===== src/rtl/tnn_temporal_pkg.sv =====
// rtl/tnn_temporal_pkg.sv - shared types and spike-code helpers for the temporal select mux
package tnn_temporal_pkg;

    typedef enum logic {
        MODE_EQ = 1'b0,
        MODE_LE = 1'b1
    } mode_e;

    // The NULL (infinite) spike time is encoded as the gamma-cycle length itself.
    function automatic int unsigned null_code(input int unsigned g);
        return g;
    endfunction

    function automatic logic is_null(input int unsigned code, input int unsigned g);
        return code >= g;
    endfunction

endpackage


===== src/rtl/gamma_capture_chan.sv =====
// rtl/gamma_capture_chan.sv - one temporal select channel: capture, late drop, match and spike
module gamma_capture_chan
    import tnn_temporal_pkg::*;
#(
    parameter int GAMMA_CYCLE_WIDTH = 16,
    parameter int PULSE_WIDTH       = 8,
    parameter int NUM_MEMBERS       = 4,
    parameter int CNT_WIDTH         = 4,
    parameter int INPUT_WIDTH       = 5
) (
    input  logic                                   grst,
    input  logic                                   aclk,
    input  logic [CNT_WIDTH-1:0]                   i_cnt,
    input  logic                                   i_last,
    input  mode_e                                  i_mode,
    input  logic                                   i_sel,
    input  logic [NUM_MEMBERS-1:0][INPUT_WIDTH-1:0] i_in,
    output logic                                   o_cap_valid,
    output logic [CNT_WIDTH-1:0]                   o_cap_time,
    output logic                                   o_late_drop,
    output logic [NUM_MEMBERS-1:0][INPUT_WIDTH-1:0] o_out,
    output logic [NUM_MEMBERS-1:0]                 o_spike
);

    localparam logic [INPUT_WIDTH-1:0] NULL_CODE = INPUT_WIDTH'(null_code(GAMMA_CYCLE_WIDTH));
    localparam int PCW = $clog2(PULSE_WIDTH + 1);

    logic                                   r_valid;
    logic [CNT_WIDTH-1:0]                   r_time;
    logic                                   r_late;
    logic [NUM_MEMBERS-1:0][INPUT_WIDTH-1:0] r_out;
    logic [NUM_MEMBERS-1:0]                 r_spike;
    logic [PCW-1:0]                         r_pcnt;

    logic                                   w_cap;
    logic [INPUT_WIDTH-1:0]                 w_t_ext;
    logic [NUM_MEMBERS-1:0]                 w_match;

    // The last cycle of a gamma cycle never captures; it can only be reported as late.
    assign w_cap   = i_sel && !r_valid && !i_last;
    assign w_t_ext = INPUT_WIDTH'(i_cnt);

    always_comb begin
        w_match = '0;
        for (int k = 0; k < NUM_MEMBERS; k++) begin
            if (!is_null(32'(i_in[k]), GAMMA_CYCLE_WIDTH)) begin
                w_match[k] = (i_mode == MODE_LE) ? (i_in[k] <= w_t_ext) : (i_in[k] == w_t_ext);
            end
        end
    end

    always_ff @(posedge aclk or posedge grst) begin
        if (grst) begin
            r_valid <= 1'b0;
            r_time  <= '0;
            r_late  <= 1'b0;
            r_out   <= {NUM_MEMBERS{NULL_CODE}};
            r_spike <= '0;
            r_pcnt  <= '0;
        end else if (i_last) begin
            r_valid <= 1'b0;
            r_time  <= '0;
            r_late  <= i_sel && !r_valid;
            r_out   <= {NUM_MEMBERS{NULL_CODE}};
            r_spike <= '0;
            r_pcnt  <= '0;
        end else begin
            r_late <= 1'b0;
            if (w_cap) begin
                r_valid <= 1'b1;
                r_time  <= i_cnt;
                r_pcnt  <= PCW'(PULSE_WIDTH - 1);
                r_spike <= w_match;
                for (int k = 0; k < NUM_MEMBERS; k++) begin
                    r_out[k] <= w_match[k] ? i_in[k] : NULL_CODE;
                end
            end else if (r_pcnt != '0) begin
                r_pcnt <= r_pcnt - PCW'(1);
            end else begin
                r_spike <= '0;
            end
        end
    end

    assign o_cap_valid = r_valid;
    assign o_cap_time  = r_time;
    assign o_late_drop = r_late;
    assign o_out       = r_out;
    assign o_spike     = r_spike;

endmodule


===== src/rtl/temporal_select_mux.sv =====
// rtl/temporal_select_mux.sv - gamma counter, mode sampling and per-channel capture array
module temporal_select_mux
    import tnn_temporal_pkg::*;
#(
    parameter int GAMMA_CYCLE_WIDTH = 16,
    parameter int PULSE_WIDTH       = 8,
    parameter int NUM_INPUTS        = 16,
    parameter int NUM_SELECTS       = 4,
    parameter int CNT_WIDTH         = $clog2(GAMMA_CYCLE_WIDTH),
    parameter int INPUT_WIDTH       = $clog2(GAMMA_CYCLE_WIDTH + 1)
) (
    input  logic                                   grst,
    input  logic                                   aclk,
    input  logic [NUM_INPUTS-1:0][INPUT_WIDTH-1:0] inputs,
    input  logic [NUM_SELECTS-1:0]                 select,
    input  logic                                   mode,
    output logic                                   gamma_start,
    output logic [NUM_SELECTS-1:0]                 cap_valid,
    output logic [NUM_SELECTS-1:0][CNT_WIDTH-1:0]  cap_time,
    output logic [NUM_INPUTS-1:0][INPUT_WIDTH-1:0] out,
    output logic [NUM_INPUTS-1:0]                  out_spike,
    output logic [NUM_SELECTS-1:0]                 late_drop
);

    logic [CNT_WIDTH-1:0] r_cnt;
    mode_e                r_mode_q;
    logic                 w_zero;
    logic                 w_last;
    mode_e                w_mode_eff;

    assign w_zero = (r_cnt == '0);
    assign w_last = (r_cnt == CNT_WIDTH'(GAMMA_CYCLE_WIDTH - 1));

    always_ff @(posedge aclk or posedge grst) begin
        if (grst) begin
            r_cnt    <= '0;
            r_mode_q <= MODE_EQ;
        end else begin
            r_cnt <= w_last ? '0 : r_cnt + CNT_WIDTH'(1);
            if (w_zero) begin
                r_mode_q <= mode_e'(mode);
            end
        end
    end

    // A capture in the counter==0 cycle must see the live mode, not last cycle's sample.
    assign w_mode_eff  = w_zero ? mode_e'(mode) : r_mode_q;
    assign gamma_start = w_zero;

    for (genvar c = 0; c < NUM_SELECTS; c++) begin : g_chan
        localparam int NM = (NUM_INPUTS - c + NUM_SELECTS - 1) / NUM_SELECTS;

        logic [NM-1:0][INPUT_WIDTH-1:0] w_in;
        logic [NM-1:0][INPUT_WIDTH-1:0] w_out;
        logic [NM-1:0]                  w_spk;

        for (genvar k = 0; k < NM; k++) begin : g_member
            assign w_in[k]                     = inputs[c + k * NUM_SELECTS];
            assign out[c + k * NUM_SELECTS]       = w_out[k];
            assign out_spike[c + k * NUM_SELECTS] = w_spk[k];
        end

        gamma_capture_chan #(
            .GAMMA_CYCLE_WIDTH (GAMMA_CYCLE_WIDTH),
            .PULSE_WIDTH       (PULSE_WIDTH),
            .NUM_MEMBERS       (NM),
            .CNT_WIDTH         (CNT_WIDTH),
            .INPUT_WIDTH       (INPUT_WIDTH)
        ) u_chan (
            .grst        (grst),
            .aclk        (aclk),
            .i_cnt       (r_cnt),
            .i_last      (w_last),
            .i_mode      (w_mode_eff),
            .i_sel       (select[c]),
            .i_in        (w_in),
            .o_cap_valid (cap_valid[c]),
            .o_cap_time  (cap_time[c]),
            .o_late_drop (late_drop[c]),
            .o_out       (w_out),
            .o_spike     (w_spk)
        );
    end

endmodule


===== config.mk =====
export PLATFORM = sky130hd
export DESIGN_NAME = temporal_select_mux
export DESIGN_NICKNAME = d
export VERILOG_FILES = /design/src/rtl/tnn_temporal_pkg.sv /design/src/rtl/gamma_capture_chan.sv /design/src/rtl/temporal_select_mux.sv
export SDC_FILE = /design/constraint.sdc
export NUM_CORES = 1
export LEC_CHECK = 0
export ABC_AREA = 1
export ABC_CLOCK_PERIOD_IN_PS = 13100
export BUFFER_PORTS_ARGS = -buffer_cell sky130_fd_sc_hd__buf_2
export CAP_MARGIN = 15
export CORE_AREA = 5 5 123 125
export DETAILED_ROUTE_END_ITERATION = 10
export DIE_AREA = 0 0 128 130
export PLACE_DENSITY = 0.8
export RECOVER_POWER = 100
export SLEW_MARGIN = 20
export SYNTH_ARGS = -nofsm -noshare
export SYNTH_HDL_FRONTEND = slang
export SYNTH_SLANG_ARGS = --single-unit
export TNS_END_PERCENT = 1

===== constraint.sdc =====
create_clock -name aclk -period 13.1 [get_ports aclk]
set_input_delay 1.31 -clock aclk [delete_from_list [all_inputs] [get_ports aclk]]
set_output_delay 1.31 -clock aclk [all_outputs]
set_load 0.01 [all_outputs]

==> out/metrics.yaml <==
pwr:
  power_switching_mw: 0.260
  leakagePower_nw: 4.97
  pd_cells_nw_per_um2: 123
  power.clock.fraction: 0.507
  power.combinational.fraction: 0.095
  worst_ir_drop_vdd_mv: 0.0735
  power.share.switching: 0.229
  power.internal_mw: 0.875
  seq_power_share: 0.398
setup_path:
  cp_max_fo: 76
  timing.critical_path.cells: "buf_2, clkinvlp_2, clkbuf_1"
  criticalPathCategory: "in -> async"
  worst_path_bufs_invs: 3
  timing.critical_path.to_type: "async pin"
  worst-endpoint-arrival_ns: 6.00
  crit_family: "buffers and inverters"
  timing.critical_path.slowest_stage_cell: "clkbuf_1"
  worst_ep_required_time_ns: 12.70
  setup.worst_path.start_class: "input port"
  cp_slowest_stage_delay_ns: 2.92
clocking:
  htree_num_levels: 4
  tritoncts: "done"
  cts_hold_buf: 0
  max-clock-path-buffers: 2
  clk-insertion-delay-late_ns: 0.42
  cts_sinks: 141
  post-cts-setup-buffers: 0
  cts.root.buffer_cell: "clkbuf_16"
  cts_resized: 0
  worst_setup_hold_path_clk_slew_ns: 0.06
  inserted_clock_buffers: 17
finish:
  stdcell_count: 1281
  leading_cell_types_in_the_layout_fill_and_taps_excluded: "nand2_1 (242), dfrtp_1 (125), clkbuf_1 (120)"
  layout.nets: 1244
  fraction_of_layout_cells_with_a_size_suffix_above_1: 0.169
  most_common_library_cell_in_the_layout_ignoring_fill_and_taps: "nand2_1"
  flow.area_growth_from_synthesis_pct: 20.3
logic_synthesis:
  mean_syn_cell_area_um2: 8.62
  dominantRegCellSynth: "dfrtp_1"
  synth_warnings: 0
  ys_seq_area_frac: 0.462
  post_synth_instance_area_um2: 7680
  synth_cells: 891
  ys_types: 31
  synth-edff-count: 0
  ys_async_sr_fraction: 1.00
  yosysTopAreaCellShare: 0.407
  postSynthNetCount: 1048
  yosys_register_bits: 141
  synth_largest_area_cell: "dfrtp_1"
  ys_top_cells_by_area: "dfrtp_1 (41%), nand2_1 (12%), ha_1 (11%)"
drt:
  number_of_detailed_routing_iterations_run_before_antenna_repair: 5
  drtAntennaViolNets: 0
  remaining_drc_errors: 0
  routed_wl_um: 19800
  detail_route.iter0.violations: 345
  post_drt_wl_per_cell_um: 15.5
  detail_route.vias_per_cell: 5.24
  vias: 6711
placed_design:
  dp_slack_ns: 9.90
  placed_cells_incl_taps: 1248
  routabilityCongestion: 0.815
  place.detailed.hpwl_um: 13600
  io_buffer_count: 207
timing:
  setup_violations: 0
  period_minus_slack_ns: 6.40
  final-hold-violation-count: 0
  worst_slack_ns: 6.70
  timing.final.crit_share: 0.489
  setup_tns_ns: 0
  slew_viol_final: 144
  max_freq_ghz: 0.156
  timing.max_slew.rel_slack: -1.65
  worst_pin_slew_ns: 3.98
  fin_skew_ns: 0.00659
  grt_setup_unrepaired: "false"
floorplan:
  row_count: 43
  fp.dieArea_um2: 16600
  die_w_um: 128
  i_o_pins: 208
  fp.dieH_um: 130
  initial_core_util: 0.557
  coreArea_um2: 13800
global_routing:
  first_global_vias: 6574
  grt_remaining_overflow: 0
  grt_util_all_layers: 0.239
  antenna_found_initial: 0
  grt_first_pass_wirelength_um: 31900
  grt_max_degree: 77
outcome:
  outcome: "finished, violations left"
  violations: "capacitance limit, slew limit"
worst_hold_path:
  holdCritPathClass: "reg -> reg"
run:
  max_cap_viol_count: 2
power groups by stage:
stage	Combinational [mW]	Sequential [mW]	Clock, mW
global placement	0.107	0.459	0
finish	0.107	0.452	0.576
detailed placement	0.110	0.459	0
global route	0.123	0.453	0.603
CTS	0.111	0.452	0.583
floorplan	0.0681	0.462	0
Yosys cell counts, drive strengths merged, types with 2 or more instances:
cell type and count:
dfstp 16, inv 110, xor2 5, or2 23, a21oi 33, a31oi 3, nand4 35, buf 29
nor2 47, nand2 253, clkbuf 2, nand3 98, dfrtp 125, o21ai 38, ha 70
final cells by class:
type | instances | area, µm²
inverter | 111 | 419
timing repair buffer | 208 | 892
antenna | 1 | 2.50
multi-input combinational | 608 | 3440
clock buffer | 21 | 470
fill | 1228 | 4540
sequential | 141 | 3550
tap | 180 | 225
clock inverter | 11 | 234
tightest hold or removal path, delay by kind of cell, from the launching register on:
family | cells | cell delay (ns)
flip-flops | 1 | 0.34
AND/OR/NAND/NOR | 2 | 0.10
worst paths after layout:
path	from	endpoint	slack, ns	depth (start not counted)
setup reg to reg	r_cnt[0]$_DFF_PP0_	g_chan[1].u_chan.o_out[2]$_DFFE_PP0P_	9.21	6
setup / recovery	grst	g_chan[1].u_chan.o_out[2]$_DFFE_PP0P_	6.70	3
hold / removal	g_chan[2].u_chan.o_out[11]$_DFFE_PP0P_	g_chan[2].u_chan.o_out[11]$_DFFE_PP0P_	0.48	2
hold reg to reg	g_chan[2].u_chan.o_out[11]$_DFFE_PP0P_	g_chan[2].u_chan.o_out[11]$_DFFE_PP0P_	0.48	2
min in group asynchronous	grst	g_chan[3].u_chan.o_out[7]$_DFFE_PP0P_	1.72	2
max in group aclk	r_cnt[0]$_DFF_PP0_	g_chan[1].u_chan.o_out[2]$_DFFE_PP0P_	9.21	6
flip-flops by register name (all words and copies together), names as in the netlist:
name and cells:
g_chan.u_chan.o_cap_valid 4, g_chan.u_chan.o_out 80, g_chan.u_chan.o_late_drop 4, g_chan.u_chan.o_spike 16
r_mode_q 1, g_chan.u_chan.r_pcnt 16, r_cnt 4, g_chan.u_chan.o_cap_time 16
per-stage QoR:
stage | utilization | power (mW) | area (µm²) | hold WS, ns
after floorplan | - | 0.530 | 7680 | 0.480
after global routing | 0.670 | 1.18 | 9230 | 0.497
after detailed placement | 0.634 | 0.569 | 8730 | 0.460
after global placement | 0.634 | 0.565 | 8730 | 0.457
final | 0.670 | 1.13 | 9230 | 0.476
after CTS | 0.685 | 1.15 | 9430 | 0.477
cells by family (layout without fill, tap and decap cells):
logic type	after synthesis	in the layout	synth area share
DFF	141	141	0.462
adders and majority gates	70	70	0.114
other	0	1	0
xor gates and xnor gates	6	6	0.00684
AOI/OAI and AO/OA	75	75	0.0541
and+or+nand+nor	457	457	0.279
buffers and inverters	142	351	0.0838
layer usage:
| metal | global-route usage | vias to the layer above | part of all wire |
|---|---|---|---|
| li1 | - | 3283 | - |
| met1 | 0.310 | 3188 | 0.43 |
| met2 | 0.391 | 216 | 0.48 |
| met3 | 0.0598 | 24 | 0.075 |
| met4 | 0.0855 | 0 | 0.018 |
| met5 | 0 | - | 0 |
(Power assumes the default switching activity.)
